<file path="config.mk">
export PLATFORM = sky130hd
export DESIGN_NAME = bcd_serial_adder
export DESIGN_NICKNAME = d
export VERILOG_FILES = /design/src/rtl/bcd_serial_adder.sv
export SDC_FILE = /design/constraint.sdc
export NUM_CORES = 1
export LEC_CHECK = 0
export CORE_UTILIZATION = 53
export CTS_BUF_LIST = sky130_fd_sc_hd__clkbuf_8
export DETAILED_ROUTE_END_ITERATION = 10
export GPL_ROUTABILITY_DRIVEN = 0
export PLACE_DENSITY = 0.86
export SETUP_SLACK_MARGIN = 0.2
export SLEW_MARGIN = 10
export SYNTH_ARGS = -nofsm -noshare
export SYNTH_HDL_FRONTEND = slang
export SYNTH_SLANG_ARGS = --single-unit
</file>
<file path="constraint.sdc">
create_clock -name clk -period 3.8 [get_ports clk]
set_input_delay 0.57 -clock clk [delete_from_list [all_inputs] [get_ports clk]]
set_output_delay 0.57 -clock clk [all_outputs]
set_load 0.02 [all_outputs]
</file>
<file path="src/rtl/bcd_serial_adder.sv">
// Multi-digit BCD adder/subtractor that handles one digit per clock, least-significant digit first.
// A single digit slice (binary add followed by a >9 correction) is reused serially across all DIGITS.
module bcd_serial_adder #(
    parameter int DIGITS = 4
) (
    input  logic                clk,
    input  logic                rst,
    input  logic                start,
    input  logic                sub,
    input  logic                cin,
    input  logic [4*DIGITS-1:0] a,
    input  logic [4*DIGITS-1:0] b,
    output logic [4*DIGITS-1:0] s,
    output logic                cout,
    output logic                busy,
    output logic                done,
    output logic                err
);

    localparam int W     = 4 * DIGITS;
    localparam int IDX_W = (DIGITS > 1) ? $clog2(DIGITS) : 1;
    localparam logic [IDX_W-1:0] LAST_IDX = IDX_W'(DIGITS - 1);

    typedef enum logic [1:0] {IDLE, ADD, DONE} state_t;

    state_t           state, state_next;
    logic [W-1:0]     a_q, b_q;
    logic             sub_q;
    logic             carry_q;
    logic [IDX_W-1:0] idx_q;
    logic [3:0]       a_dig, b_dig;
    logic [4:0]       slice;
    logic             bad_digit;

    // Returns {carry, digit}; t > 9 is corrected by adding 6 and keeping the low nibble.
    function automatic logic [4:0] bcd_slice(input logic [3:0] x, input logic [3:0] y,
                                             input logic c);
        logic [4:0] t;
        t = {1'b0, x} + {1'b0, y} + {4'b0000, c};
        if (t > 5'd9) return {1'b1, t[3:0] + 4'd6};
        else          return {1'b0, t[3:0]};
    endfunction

    function automatic logic has_bad_digit(input logic [W-1:0] v);
        logic bad;
        bad = 1'b0;
        for (int k = 0; k < DIGITS; k++)
            if (v[4*k +: 4] > 4'd9) bad = 1'b1;
        return bad;
    endfunction

    always_comb begin
        a_dig     = a_q[4*int'(idx_q) +: 4];
        // Subtraction adds the nine's complement of B; the initial carry of 1 turns it into ten's complement.
        b_dig     = sub_q ? (4'd9 - b_q[4*int'(idx_q) +: 4]) : b_q[4*int'(idx_q) +: 4];
        slice     = bcd_slice(a_dig, b_dig, carry_q);
        bad_digit = has_bad_digit(a) | has_bad_digit(b);
    end

    always_comb begin
        state_next = state;
        case (state)
            IDLE:    if (start) state_next = bad_digit ? DONE : ADD;
            ADD:     if (idx_q == LAST_IDX) state_next = DONE;
            DONE:    state_next = IDLE;
            default: state_next = IDLE;
        endcase
    end

    always_ff @(posedge clk) begin
        if (rst) begin
            state   <= IDLE;
            a_q     <= '0;
            b_q     <= '0;
            sub_q   <= 1'b0;
            carry_q <= 1'b0;
            idx_q   <= '0;
            s       <= '0;
            cout    <= 1'b0;
            err     <= 1'b0;
        end else begin
            state <= state_next;
            case (state)
                IDLE: begin
                    if (start) begin
                        a_q     <= a;
                        b_q     <= b;
                        sub_q   <= sub;
                        carry_q <= sub ? 1'b1 : cin;
                        idx_q   <= '0;
                        s       <= '0;
                        cout    <= 1'b0;
                        err     <= bad_digit;
                    end
                end
                ADD: begin
                    s[4*int'(idx_q) +: 4] <= slice[3:0];
                    carry_q               <= slice[4];
                    if (idx_q == LAST_IDX) begin
                        idx_q <= '0;
                        cout  <= slice[4];
                    end else begin
                        idx_q <= idx_q + 1'b1;
                    end
                end
                default: ;
            endcase
        end
    end

    assign busy = (state != IDLE);
    assign done = (state == DONE);

endmodule

</file>
Word level (Yosys, flattened, before mapping):

Cells that the tools add are included.

* add/subtract/negate cells: 6
* shift-type cells: 4
* reduce and logical (&&, ||, !) cells: 7
* eq/ne operators: 5
* muxes and demuxes: 26
* order comparisons: 9
* bitwise gates (word level): 1

Operator list (number)
* $neg 4->33: 1
* $shift 4x33->16 const A: 1
* $shiftx 4x33->16: 1
* $gt 4x4->1 const B: 8
* $pmux 16 s2: 1
* $shiftx 16x5->4: 2
* $bwmux 16: 1
* $mux 16: 1
* $mux 1: 12
* $mux 2: 5
* $pmux 2 s2: 2
* $reduce_and 2->1: 3
* $add 4x4->5: 1
* $add 5x1->5: 1
* $gt 5x4->1 const B: 1
* $mux 5: 1
* $add 4x3->4 const B: 1
* $eq 2x2->1 const B: 2
* $mux 4: 1
* $ne 2x2->1 const B: 2
* $pmux 1 s2: 2
* $reduce_bool 2->1: 2
* $sub 4x4->4 const A: 1
* $reduce_and 3->1: 1
* 4 further kinds: 4

* logic and storage cells: 67
* output and inout bits: 20
* input port bits: 37
* register bits: 56

Depth between registers and ports, before layout:

Gate-level depths: netlist of run 1.

* depth in word-level cells: 10
* mapped depth: 13
* mapped depth without buffers: 12

Least setup slack after synthesis of run 1:

No wires, ideal clock.

* path type: flip-flop to flip-flop
* start point: register idx_q[1]
* end point: register s[14]
* clock period less this slack: 3.428 ns
* path slack: 0.372 ns
* setup time: 0.085 ns
* path buffers: 1
* required time: 3.715 ns
* stages on the path, launching flop included: 13
* data arrival time: 3.343 ns
* cell sequence: dfxtp_1 -> buf_2 -> mux4_2 -> xnor2_1 -> fa_1 -> inv_1 -> fa_1 -> inv_1 -> ha_1 -> a22o_4 -> o31ai_4 -> mux2_4 -> o31ai_2

* longest elaborated chain between the ends: 10
* elaborated cells on any way between the ends: 14
* classes of those cells: add/sub: 5; order compare: 1; shift: 4; mux: 4

Ends and longest elaborated chain
* start, declared: RTL line 30 `logic [IDX_W-1:0] idx_q;`
* start signal, assigned: RTL line 103 `idx_q <= idx_q + 1'b1;`
* $shiftx 16x5->4: RTL line 55 `b_dig = sub_q ? (4'd9 - b_q[4*int'(idx_q) +: 4]) : b_q[4*int'(idx_q) +: 4];`
* $sub 4x4->4: RTL line 55
* $mux 4: RTL line 55
* $add 4x4->5: RTL line 39 `t = {1'b0, x} + {1'b0, y} + {4'b0000, c};`
* $add 5x1->5: RTL line 39
* $add 4x3->4 or $gt 5x4->1 (tied branches): RTL line 40 `if (t > 5'd9) return {1'b1, t[3:0] + 4'd6};`
* $mux 5: RTL line 40
* $shiftx 4x33->16: RTL line 97 `s[4*int'(idx_q) +: 4] <= slice[3:0];`
* $bwmux 16 (*): RTL line 97
* $pmux 16 s2 (*): RTL line 83 `case (state)`
* end signal, assigned by index: RTL line 97
* end, declared: RTL line 13 `output logic [4*DIGITS-1:0] s,`

Every way passes the cells marked *; elsewhere a longest branch is shown, timed or not.
A chain may end at the register's enable or synchronous reset.

Worst setup path after layout of run 1:

* start point: register idx_q[1]
* end point: register s[2]

Same word-level chain as after synthesis.

==> impl_results.md, run 1 <==
- CP required: approximately 4.0 ns
- Final Hold Vio Count: 0
- Sw power: approximately 0.35 mW
- Switching part of the total: 0.276
- Most used cell along the critical path: fa_1
- EDFF count, synth: 0
- Critical path cell sequence: mux4_2 > xnor2_1 > fa_1 > inv_1 > fa_1 > xnor2_2 > ha_2 > a22o_4 > o31ai_4 > mux2_4 > o31ai_2
- Status: finished, final reports clean
- DRT iter0 DRCs: between 100 and 150
- Worst Setup Start Kind: register
- Cell count after synthesis: 342
- Syn avg cell area: 8.45 sq um
- Pre-Repair DR Iteration Count: 4
- Syn Nets: 390
- Setup tns final: 0 ns
- Clk Latency, worst-skew pair: a little over 0.3 ns
- Share of power burned in registers: 0.491
- Most used flip-flop cell after synthesis: dfxtp_1
- IO Pins: 57
- Via count: 2551
- HPWL Detailed: 4930 um
- Largest net degree at the start of global routing: 61
- Mapped Area: 0.00289 sq mm
- Worst Hold Class: reg -> reg
- Die width: about 76 um
- Max-slew violation count: 0
- PD cells: ~350 mW/mm^2
- Async set-or-reset flop fraction in the synthesized netlist: 0
- Ant. Diodes: 0
- Crit path kind: reg -> reg
- Via density: approximately 5.5
- CTS tree: yes
- ANT nets after route: 0
- Yosys warning count: 0
- Starting Density: 0.559
- Fmax: between 200 and 300 MHz
- Synthesis-stage register bit count: between 50 and 60
- Slowest CP cell: mux4_2
- Pleak: 1.32 nW
- DR WL/cell: 14.3 um
- Share of cells above drive strength 1: 0.115
- Hold_sp: s[15]
- Die area: 0.00575 sq mm
- Clock Skew: roughly 0.0066 ns
- Vias in the first global route: 2399
- Worst Max-Slew Pin Slew: ~1.1 ns
- Grt ovf: 0
- Die Y: 75.8 um
- Post-synthesis sequential area ratio: 0.388
- Final Power: between 1 and 1.5 mW
- CP Capture Type: register
- # DRC: 0
- Tot GR Track Use: 0.254
- Post-route clock period utilization: 0.899
- Area grow syn2layout: 24.8%
- Hold slack: between 0.4 and 0.5 ns
- CP peak stage delay: around 0.5 ns
- Clock sinks: 56
- Core area: 0.00517 sq mm
- Routed WL: 6600 um
- CTS buffer count: 5
- Combinational share of power: 0.210
- Clock Path Buffers: 2
- Worst path arrival time: between 3 and 4 ns
- Nets@finish: 437
- Maximum level of the CTS H-tree: 2
- IO Port Bufs: between 50 and 60
- Max_slew headroom: 0.268
- CP bufs+invs: 1
- Cell Int Power: 0.926 mW
- Clk pwr share: 0.300
- Post-synth cell types: 47
- Final worst path period need: between 3 and 4 ns
- Clock slew at reported path FFs: 0.10 ns
- Global-route wire length before repair: between 10000 and 15000 um
- VDD IR max: 0.000186 V
- Std cell rows: 26
- Setup-failing EPs final: 0
- Top Family by Delay on Critical Path: multiplexers
- CP Launch Point: idx_q[1]
- Clock Tree Root: clkbuf_8
- Critical Path Fanout Max: 8
- RSZ-0062 raised after global routing: false
- Initial antenna violation count: 0
- Reg-to-Reg Start: idx_q[1]
- MaxCap Viol Count: 0
-- flip-flops by register name, summed over array words and instances (netlist names), 2 cells and up --
signal  flops
idx_q       2
a_q        16
s          16
state       2
b_q        16
-- power groups by stage --
| stage | combinational (mW) | sequential [mW] | clock, mW |
|---|---|---|---|
| 3_5_place_dp | 0.260 | 0.641 | 0 |
| 2_1_floorplan | 0.182 | 0.634 | 0 |
| 4_1_cts | 0.262 | 0.628 | 0.389 |
| 3_3_place_gp | 0.253 | 0.641 | 0 |
| 5_1_grt | 0.295 | 0.631 | 0.414 |
| 6_report | 0.268 | 0.627 | 0.383 |
-- layout by cell type, fill, tap and decap left out, drive strengths merged, types with 2 or more instances in the layout --
master,instances
a21o,3
nor2b,3
nand2,84
a31oi,4
nand4,2
or2,3
dfxtp,56
ha,9
o21ai,10
mux2i,4
and3,2
nand3b,5
inv,13
a221oi,3
clkbuf,5
a22oi,3
clkdlybuf4s50,55
xnor2,3
a21oi,44
fa,2
o31ai,9
mux4,8
nor3b,3
buf,7
nor3,9
nor2,24
-- cells in the mapped netlist (all sizes together) (4+ instances only) --
cell    number  area, sq um
nand2       84          315
o21ai       10         50.1
mux2i        4         40.0
a21oi       44          224
buf         11         57.6
clkbuf      11         41.3
dfxtp       56         1120
nor2        24         97.6
nand3b       5         50.1
ha           9          113
inv         13         48.8
nor3         9         45.0
mux4         8          180
a31oi        4         25.0
o31ai        9          101
-- area by class of cell --
class | instances | area (sq um)
Clock buffer | 5 | 68.8
Clock inverter | 3 | 42.5
Fill cell | 415 | 1560
Timing Repair Buffer | 62 | 601
Multi-Input combinational cell | 251 | 1630
Sequential cell | 56 | 1130
Tap cell | 70 | 87.6
Inverter | 13 | 48.8
-- path summary, 6_finish.rpt --
| kind | end | slack (ns) | cells past startpoint |
|---|---|---|---|
| worst max-delay path | s[2] | 0.38 | 11 |
| worst min-delay path | s[15] | 0.46 | 2 |
| worst max register to register | s[2] | 0.38 | 11 |
| worst min register to register | s[15] | 0.46 | 2 |
-- per-layer routing --
metal  vias up  track usage  part of all wire
met5         -            0                 0
met4         0        0.101             0.019
met3        16       0.0463             0.051
met2        85        0.413              0.49
met1      1176        0.334              0.44
li1       1274            -                 -
-- kinds of logic after synthesis --
logic type,synth area share
xor+xnor,0.00909
mux,0.0814
buf+inv,0.0511
flops,0.388
compound gates,0.190
fa+ha+maj,0.0528
simple gates,0.228
-- worst reg2reg max path, delay by kind of cell, from the launching register on --
kind | cells | cell delay (ns)
DFF | 1 | 0.42
AOI/OAI and AO/OA | 3 | 0.73
muxes | 2 | 0.88
xor gates and xnor gates | 2 | 0.39
adders and majority gates | 3 | 0.86
buffers and inverters | 1 | 0.05
-- per-stage QoR --
step	cells	setup slack, ns	utilization	area [sq um]
finish	460	0.385	0.698	3610
global placement	451	0.334	0.672	3470
floorplan	342	0.372	-	2890
global route	460	0.200	0.698	3610
CTS	459	0.207	0.694	3590
detailed placement	451	0.192	0.672	3470
-- repair_timing --
action                                  CTS  global route
hold endpoints to repair                  0             0
endpoints found under the setup margin    3            11
buffers inserted                          0             1
hold buffers                              0             0
gates resized for setup                   1             4
(Power assumes the default switching activity.)
==> run 2, diff against run 1 <==
Settings changed: CORE_MARGIN set to 2, SKIP_CTS_REPAIR_TIMING set to 1.
==> impl_results.md, run 2 (synthesis results as in run 1) <==
- Die width: 77.8 um (+2.6%)
- Setup-failing EPs final: 0 (unchanged)
- PD cells: 335 mW/mm^2 (-5.6%)
- GR Util met1: 0.280 (-0.0538)
- VDD IR max: 0.000192 V (+3.2%)
- Routed WL: 6640 um (+0.62%)
- Std cell rows: 26 (unchanged)
- HPWL Detailed: 4980 um (+1.0%)
- Largest net degree at the start of global routing: 61 (unchanged)
- Area grow syn2layout: 23.0%
- Grt ovf: 0 (unchanged)
- Reg-to-Reg Start: idx_q[1]
- DRT iter0 DRCs: 200 (+56%)
- Final Hold Vio Count: 0 (unchanged)
- Share of cells above drive strength 1: 0.103 (-0.0120)
- Global-route wire length before repair: 10800 um (-2.3%)
- CP Capture Type: register
- MaxCap Viol Count: 0 (unchanged)
- CTS tree: yes
- Status: finished, final reports clean
- Critical Path Fanout Max: 8 (unchanged)
- Ant. Diodes: 0 (unchanged)
- CP required: 4.03 ns (about the same)
- Clock Tree Root: clkbuf_8
- Starting Density: 0.559 (unchanged)
- Pre-Repair DR Iteration Count: 5 (+1)
- Clock Path Buffers: 2 (unchanged)
- Max-slew violation count: 0 (unchanged)
- Clk Latency, worst-skew pair: 0.31 ns (about the same)
- Worst R2R Setup Slack: 0.34 ns (-0.04 ns)
- RSZ-0062 raised after global routing: false
- Nets@finish: 437 (unchanged)
- GRT busiest layer: met2
- Final WS setup: 0.341 ns (-0.0435 ns)
- ANT nets after route: 0 (unchanged)
- Initial antenna violation count: 0 (unchanged)
- Fmax: 289 MHz (-1.3%)
- Clock sinks: 56 (unchanged)
- Pre-CTS setup slack: 0.198 ns (+0.00639 ns)
- IO Pins: 57 (unchanged)
- Setup tns final: 0 ns (unchanged)
- Tot GR Track Use: 0.222 (-0.0322)
- R2R Path End: s[2]
- Met3 Use GR: 0.0395 (-0.00676)
- Top Registers: a_q: 16 flops, b_q: 16 flops, s: 16 flops
- Hold Path End: s[15]
- Max_slew headroom: 0.276 (+0.00784)
- Via count: 2534 (-0.67%)
- Vias in the first global route: 2344 (-2.3%)
- Worst Hold Path Cells: 2 (unchanged)
- Commonest non-fill, non-tap cell in the layout: nand2_1
- Clock slew at reported path FFs: 0.09 ns (about the same)
- IO Port Bufs: 56 (unchanged)
- CTS buffer count: 5 (unchanged)
- DR WL/cell: 14.5 um (+1.3%)
- Clock Skew: 0.00512 ns (-0.00147 ns)
- Via density: 5.54 (about the same)
- Final worst path period need: 3.46 ns (+0.0435 ns)
- Worst path arrival time: 3.69 ns (+0.05 ns)
- Core area: 0.00517 sq mm (unchanged)
- Crit path kind: reg -> reg
- Met2 Track Usage GR: 0.388 (-0.0250)
- Most frequent cells in the layout: 84 x nand2_1, 55 x clkdlybuf4s50_1, 54 x dfxtp_1
- Worst Setup Start Kind: register
- Post-route clock period utilization: 0.910 (+0.0115)
- Worst Hold Class: reg -> reg
- Hold_sp: s[15]
- Worst Max-Slew Pin Slew: 1.09 ns (-0.0118 ns)
- # DRC: 0 (unchanged)
- Die area: 0.00606 sq mm (+5.3%)
- Maximum level of the CTS H-tree: 2 (unchanged)
- CP Launch Point: idx_q[1]
- Pleak: 1.30 nW (-1.5%)
- Die Y: 77.8 um (+2.6%)
- R2R cell count: 11 (unchanged)
[run 2: cell count changes in the layout (fill, tap and decap cells not counted), sizes merged]
cell      delta
clkinv       -1
clkinvlp     -1
bufinv       -1
[run 2: area by class of cell]
class                   count  area (sq um)
fillers                   407          1620
repair buffers             62           601
clock buffers               5          68.8
multi-input cells         251          1620
flip-flops and latches     56          1130
inverters                  13          48.8
well taps                  70          87.6
[run 2: per-stage QoR]
step / area [sq um] / power [mW] / hold WS (ns) / cells / utilization
3_5_place_dp: 3470 / 0.901 / 0.440 / 450 / 0.670
2_1_floorplan: 2890 / 0.815 / 0.433 / 342 / -
4_1_cts: 3540 / 1.19 / 0.460 / 455 / 0.684
3_3_place_gp: 3470 / 0.892 / 0.437 / 450 / 0.670
6_report: 3560 / 1.19 / 0.459 / 457 / 0.687
5_1_grt: 3560 / 1.24 / 0.477 / 457 / 0.687
[run 2: metal layers]
metal  up-vias  part of all wire
met2        82              0.50
met4         0            0.0089
met1      1181              0.44
met5         -                 0
li1       1266                 -
met3         5             0.051
[run 2: how the worst max path moves through the flow]
stage	endpoint	slack (ns)	cells after the start
2_1_floorplan	s[14]	0.37	12
3_3_place_gp	s[2]	0.34	11
5_1_grt	s[14]	0.21	11
3_5_place_dp	s[2]	0.20	11
6_report	s[2]	0.34	11
4_1_cts	s[2]	0.17	11
[run 2: power by group]
group	switching, mW	leakage, nW	internal, mW
Combinational	0.146	0.803	0.119
Clock	0.179	0.0359	0.120
Sequential	0.0172	0.459	0.610
Total	0.342	1.30	0.848
[run 2: critical path, stage by stage (launching register included)]
cell,delay [ns]
dfxtp_4,0.42
mux4_2,0.53
xnor2_1,0.20
fa_1,0.22
inv_1,0.06
fa_1,0.40
xnor2_1,0.20
ha_1,0.27
a22o_4,0.29
o31ai_4,0.23
mux2_4,0.37
o31ai_2,0.21
